[src/rtl/ifetch_if.sv]
`default_nettype none
// +----------------------------------------------------------------------+
// | ifetch_if : imem handshake, decoded-instruction and next-PC bundle   |
// | Rev 1.0                                                              |
// +----------------------------------------------------------------------+
interface ifetch_if #(
  parameter int XLEN = 32
);
  logic            imem_req;
  logic [XLEN-1:0] imem_addr;
  logic            imem_ack;
  logic [31:0]     imem_rdata;
  logic            instr_valid;
  logic [31:0]     instr;
  logic [XLEN-1:0] pc_out;
  logic [6:0]      op;
  logic [2:0]      funct3;
  logic            funct7;
  logic [4:0]      rs1;
  logic [4:0]      rs2;
  logic [4:0]      rd;
  logic            instr_done;
  logic            PCSrc;
  logic [XLEN-1:0] PCTarget;
  logic            fetch_err;

  modport master (
    output imem_req, imem_addr, instr_valid, instr, pc_out,
           op, funct3, funct7, rs1, rs2, rd, fetch_err,
    input  imem_ack, imem_rdata, instr_done, PCSrc, PCTarget
  );

  modport slave (
    input  imem_req, imem_addr, instr_valid, instr, pc_out,
           op, funct3, funct7, rs1, rs2, rd, fetch_err,
    output imem_ack, imem_rdata, instr_done, PCSrc, PCTarget
  );
endinterface
`default_nettype wire

[src/rtl/ifetch.sv]
`default_nettype none
// +----------------------------------------------------------------------+
// | ifetch : PC owner, imem req/ack fetch, instruction register, decode  |
// | Rev 1.0                                                              |
// +----------------------------------------------------------------------+
module ifetch #(
  parameter int              XLEN     = 32,
  parameter logic [XLEN-1:0] RESET_PC = '0,
  parameter int              TIMEOUT  = 16
) (
  input  wire logic clk,
  input  wire logic rst,
  ifetch_if.master  bus_io
);

  localparam int            CW      = (TIMEOUT > 2) ? $clog2(TIMEOUT) : 1;
  localparam logic [CW-1:0] CNT_MAX = CW'(TIMEOUT - 1);
  localparam logic [31:0]   NOP     = 32'h0000_0013;

  typedef enum logic [1:0] {
    S_REQ  = 2'd0,
    S_HOLD = 2'd1,
    S_ERR  = 2'd2
  } state_t;

  state_t          state_q, state_d;
  logic [XLEN-1:0] pc_q, pc_d;
  logic [31:0]     instr_q, instr_d;
  logic            valid_q, valid_d;
  logic            err_q, err_d;
  logic [CW-1:0]   cnt_q, cnt_d;

  always_ff @(posedge clk) begin
    if (rst) begin
      state_q <= S_REQ;
      pc_q    <= RESET_PC;
      instr_q <= NOP;
      valid_q <= 1'b0;
      err_q   <= 1'b0;
      cnt_q   <= '0;
    end else begin
      state_q <= state_d;
      pc_q    <= pc_d;
      instr_q <= instr_d;
      valid_q <= valid_d;
      err_q   <= err_d;
      cnt_q   <= cnt_d;
    end
  end

  always_comb begin
    state_d = state_q;
    pc_d    = pc_q;
    instr_d = instr_q;
    valid_d = valid_q;
    err_d   = err_q;
    cnt_d   = cnt_q;
    case (state_q)
      S_REQ: begin
        if (bus_io.imem_ack) begin
          instr_d = bus_io.imem_rdata;
          valid_d = 1'b1;
          cnt_d   = '0;
          state_d = S_HOLD;
        end else if (cnt_q == CNT_MAX) begin
          state_d = S_ERR;
          err_d   = 1'b1;
          cnt_d   = '0;
        end else begin
          cnt_d = cnt_q + 1'b1;
        end
      end
      S_HOLD: begin
        if (bus_io.instr_done) begin
          valid_d = 1'b0;
          // A misaligned taken target faults without disturbing the PC
          if (bus_io.PCSrc && (bus_io.PCTarget[1:0] != 2'b00)) begin
            state_d = S_ERR;
            err_d   = 1'b1;
          end else begin
            pc_d    = bus_io.PCSrc ? bus_io.PCTarget : pc_q + XLEN'(4);
            state_d = S_REQ;
          end
        end
      end
      S_ERR: begin
        valid_d = 1'b0;
        err_d   = 1'b1;
      end
      default: begin
        state_d = S_ERR;
        valid_d = 1'b0;
        err_d   = 1'b1;
      end
    endcase
  end

  assign bus_io.imem_req    = (state_q == S_REQ);
  assign bus_io.imem_addr   = pc_q;
  assign bus_io.pc_out      = pc_q;
  assign bus_io.instr       = instr_q;
  assign bus_io.instr_valid = valid_q;
  assign bus_io.fetch_err   = err_q;
  assign bus_io.op          = instr_q[6:0];
  assign bus_io.funct3      = instr_q[14:12];
  assign bus_io.funct7      = instr_q[30];
  assign bus_io.rs1         = instr_q[19:15];
  assign bus_io.rs2         = instr_q[24:20];
  assign bus_io.rd          = instr_q[11:7];

endmodule
`default_nettype wire

[src/flat_wrapper.sv]
// flat-port wrapper written by rule: the top's interface ports become plain ports
module ifetch_flat 
#(
  parameter int              XLEN     = 32,
  parameter logic [XLEN-1:0] RESET_PC = '0,
  parameter int              TIMEOUT  = 16
)
  (clk, rst, bus_io_imem_req, bus_io_imem_addr, bus_io_instr_valid, bus_io_instr, bus_io_pc_out, bus_io_op, bus_io_funct3, bus_io_funct7, bus_io_rs1, bus_io_rs2, bus_io_rd, bus_io_fetch_err, bus_io_imem_ack, bus_io_imem_rdata, bus_io_instr_done, bus_io_PCSrc, bus_io_PCTarget);
  ifetch_if #(.XLEN(XLEN)) bus_io_i ();
  input  wire logic clk;
  input  wire logic rst;
  output wire logic [$bits(bus_io_i.imem_req)-1:0] bus_io_imem_req;
  output wire logic [$bits(bus_io_i.imem_addr)-1:0] bus_io_imem_addr;
  output wire logic [$bits(bus_io_i.instr_valid)-1:0] bus_io_instr_valid;
  output wire logic [$bits(bus_io_i.instr)-1:0] bus_io_instr;
  output wire logic [$bits(bus_io_i.pc_out)-1:0] bus_io_pc_out;
  output wire logic [$bits(bus_io_i.op)-1:0] bus_io_op;
  output wire logic [$bits(bus_io_i.funct3)-1:0] bus_io_funct3;
  output wire logic [$bits(bus_io_i.funct7)-1:0] bus_io_funct7;
  output wire logic [$bits(bus_io_i.rs1)-1:0] bus_io_rs1;
  output wire logic [$bits(bus_io_i.rs2)-1:0] bus_io_rs2;
  output wire logic [$bits(bus_io_i.rd)-1:0] bus_io_rd;
  output wire logic [$bits(bus_io_i.fetch_err)-1:0] bus_io_fetch_err;
  input wire logic [$bits(bus_io_i.imem_ack)-1:0] bus_io_imem_ack;
  input wire logic [$bits(bus_io_i.imem_rdata)-1:0] bus_io_imem_rdata;
  input wire logic [$bits(bus_io_i.instr_done)-1:0] bus_io_instr_done;
  input wire logic [$bits(bus_io_i.PCSrc)-1:0] bus_io_PCSrc;
  input wire logic [$bits(bus_io_i.PCTarget)-1:0] bus_io_PCTarget;
  assign bus_io_imem_req = bus_io_i.imem_req;
  assign bus_io_imem_addr = bus_io_i.imem_addr;
  assign bus_io_instr_valid = bus_io_i.instr_valid;
  assign bus_io_instr = bus_io_i.instr;
  assign bus_io_pc_out = bus_io_i.pc_out;
  assign bus_io_op = bus_io_i.op;
  assign bus_io_funct3 = bus_io_i.funct3;
  assign bus_io_funct7 = bus_io_i.funct7;
  assign bus_io_rs1 = bus_io_i.rs1;
  assign bus_io_rs2 = bus_io_i.rs2;
  assign bus_io_rd = bus_io_i.rd;
  assign bus_io_fetch_err = bus_io_i.fetch_err;
  assign bus_io_i.imem_ack = bus_io_imem_ack;
  assign bus_io_i.imem_rdata = bus_io_imem_rdata;
  assign bus_io_i.instr_done = bus_io_instr_done;
  assign bus_io_i.PCSrc = bus_io_PCSrc;
  assign bus_io_i.PCTarget = bus_io_PCTarget;
  ifetch #(.XLEN(XLEN), .RESET_PC(RESET_PC), .TIMEOUT(TIMEOUT)) u_core (.clk(clk), .rst(rst), .bus_io(bus_io_i));
endmodule
[config.mk]
export PLATFORM = sky130hd
export DESIGN_NAME = ifetch_flat
export DESIGN_NICKNAME = d
export VERILOG_FILES = /design/src/rtl/ifetch_if.sv /design/src/rtl/ifetch.sv /design/src/flat_wrapper.sv
export SDC_FILE = /design/constraint.sdc
export NUM_CORES = 1
export LEC_CHECK = 0
export CAP_MARGIN = 20
export CORE_MARGIN = 2
export CORE_UTILIZATION = 28
export CTS_BUF_LIST = sky130_fd_sc_hd__clkbuf_16
export CTS_CLUSTER_DIAMETER = 50
export CTS_CLUSTER_SIZE = 24
export DETAILED_ROUTE_END_ITERATION = 8
export HOLD_SLACK_MARGIN = 0.06
export SYNTH_ARGS = -nofsm -noshare
export SYNTH_HDL_FRONTEND = slang
export SYNTH_SLANG_ARGS = --single-unit
[constraint.sdc]
create_clock -name clk -period 2.5 [get_ports clk]
set_input_delay 0.375 -clock clk [delete_from_list [all_inputs] [get_ports clk]]
set_output_delay 0.375 -clock clk [all_outputs]
set_load 0.02 [all_outputs]
==> flow_summary.json <==
{
  "status": "completed",
  "powerDensity_nw_per_um2": 513.1,
  "drc": 0,
  "core_area_um2": 13720,
  "final_max_slew_viol_count": 0,
  "post_cts_resized": 0,
  "cts_hold_buf": 0,
  "antenna_found_initial": 0,
  "routed_wl_um": 12820,
  "num_vias": 4212,
  "clkSinkCount": 72,
  "antenna_cells": 0,
  "ys_seq_elements": 72,
  "syn-cell-area_um2": 3890,
  "finalSetupViolCount": 0,
  "preCtsSetupSlack_ps": 96.40,
  "cts_setup_buffers": 0,
  "synth-edff-count": 0,
  "fmax_mhz": 447.2,
  "cts_tree": "yes",
  "final_area_um2": 5882,
  "cts.path.max_buffers": 2,
  "crit_path_end_kind": "register",
  "dr.pass1.iters": 5,
  "layout_common_cells": "clkdlybuf4s50_1, nand2_1, dfxtp_1, a21oi_1, nor2_1",
  "yosys_most_used_dff": "dfxtp_1",
  "grt_pass1_wl_um": 19890,
  "synth_cell_type_count": 48,
  "first_global_vias": 3963,
  "fin_crit_ps": 2236,
  "fin_tns_setup_ps": 0,
  "grt_overflow": 0,
  "grt_usage_pct": 16.83,
  "syn_to_final_growth_pct": 51.21,
  "clockRootBuffer": "clkbuf_16",
  "mostFrequentLayoutCell": "clkdlybuf4s50_1",
  "start_kind": "register",
  "gp_congestion": 0.8325,
  "yosysSeqAreaShare_pct": 37.05,
  "netlist_instances": 510,
  "grt_max_degree": 39,
  "required_ps": 2740,
  "place_area_um2": 5625,
  "clk_latency_ps": 330,
  "rsz0062_at_grt": "false",
  "wl_per_cell_um": 15.46,
  "power_leakage_nw": 2.081,
  "avgSynthCellArea_um2": 7.627,
  "viasPerCell": 5.081,
  "hold_viol": 0,
  "rows": 43,
  "fin_util_pct": 42.87,
  "path_class": "register to register",
  "setup_ws_ps": 263.7,
  "die_y_um": 121.9,
  "async_flop_share_pct": 0,
  "cp.arrival_ps": 2470,
  "dr.first_iter.drc_count": 273,
  "worstMarginPinSlew_ps": 586.3,
  "crit_path_max_fanout": 7,
  "num_io_pins": 194,
  "portBuffers": 193,
  "yosys_warnings": 0,
  "fp.dieW_um": 121.9,
  "total_power_mw": 3.018,
  "syn_nets": 581,
  "htreeDepth": 3,
  "numCtsBuffers": 9,
  "period_share_pct": 89.45,
  "hold_path_class": "register to register",
  "ir_worst_vdd_mv": 0.3274,
  "drive_above_1_share_pct": 6.471,
  "n_fill_cell": 1382,
  "relSlewSlack_pct": 60.55,
  "clkTransAtPathRegs_ps": 60,
  "fin_worst_skew_ps": 7.708,
  "fin_nets": 715,
  "maxCapViolations": 0,
  "start_util_pct": 28.35,
  "die-area_um2": 14850,
  "place_hpwl_um": 9422,
  "drtAntennaViolNets": 0
}
cell usage after synthesis (3+ instances only):
library cell | count | share of area (%)
nand2_1 | 95 | 9.2
buf_1 | 3 | 0.29
or4_1 | 4 | 0.77
nor2_1 | 30 | 2.9
o211ai_1 | 5 | 0.97
o31ai_1 | 4 | 0.77
or3_1 | 5 | 0.80
dfxtp_1 | 72 | 37
nor4_1 | 3 | 0.48
a22o_1 | 4 | 0.90
buf_4 | 58 | 11
nor3_1 | 9 | 1.2
nand3_1 | 18 | 2.3
a32o_1 | 4 | 1.0
inv_1 | 11 | 1.1
nor2b_1 | 3 | 0.48
and3_1 | 9 | 1.4
a221oi_1 | 3 | 0.68
mux2i_1 | 6 | 1.5
or2_2 | 4 | 0.64
a22oi_1 | 5 | 0.97
a31oi_1 | 3 | 0.48
o21ai_0 | 22 | 2.8
nand4_1 | 10 | 1.6
a211oi_1 | 4 | 0.77
o41ai_1 | 5 | 1.1
a21oi_1 | 55 | 7.1
clkbuf_1 | 26 | 2.5
and2_1 | 4 | 0.64
critical path, stage by stage, from the launching register on:
cell and delay [ps]:
dfxtp_1 340, ha_1 250, nand3_2 130, or4_1 610, nor4_4 270, buf_4 200, nand2_1 70, o311ai_2 260
path summary, 6_finish.rpt:
path	startpoint	slack, ps	to	cells after the start
worst min-delay path	u_core.bus_io.fetch_err	450	u_core.bus_io.fetch_err	2
worst max register to register	u_core.bus_io.imem_addr[2]	260	u_core.bus_io.imem_addr[28]	7
worst min register to register	u_core.bus_io.fetch_err	450	u_core.bus_io.fetch_err	2
worst max-delay path	u_core.bus_io.imem_addr[2]	260	u_core.bus_io.imem_addr[28]	7
flip-flops by register name, indices dropped and copies added (netlist names):
signal,flops
u_core.state_q,2
u_core.bus_io.instr,32
u_core.bus_io.fetch_err,1
u_core.cnt_q,4
u_core.bus_io.imem_addr,32
u_core.bus_io.instr_valid,1
power by group:
group	switching (mW)	internal, mW	total, mW
Combinational	0.319	0.318	0.636
Clock	0.468	0.653	1.12
Sequential	0.0559	1.20	1.26
logic make-up (layout without fill, tap and decap cells):
group / count (synthesis) / after routing / synth area share [%]
simple gates: 206 / 206 / 25.44
fa+ha+maj: 2 / 2 / 0.6432
buf+inv: 99 / 238 / 15.18
flops: 72 / 72 / 37.05
mux: 6 / 6 / 1.544
compound gates: 125 / 125 / 20.14
final cells by class:
cell class	count	area (um^2)	area share (%)
clock buffer	9	225.2	3.829
clock inverter	7	31.28	0.5318
inverter	11	41.29	0.7020
multi-input combinational	339	1861	31.63
sequential	72	1441	24.51
tap	180	225.2	3.829
timing repair buffer	211	2057	34.97
layer usage:
| metal | vias to the layer above | wire length (um) | GRT usage [%] |
|---|---|---|---|
| li1 | 2004 | - | - |
| met1 | 1995 | 5606 | 21.74 |
| met2 | 193 | 6106 | 27.62 |
| met3 | 20 | 840 | 2.856 |
| met4 | 0 | 261 | 7.328 |
| met5 | - | 0 | 0 |
metrics by stage:
step | cells | hold WS (ps)
after detailed placement | 813 | 446.4
after global routing | 829 | 468.5
final | 829 | 449.2
after global placement | 813 | 440.5
after floorplan | 510 | 448.1
after CTS | 829 | 446.6
Power figures use the tool's default switching activity.
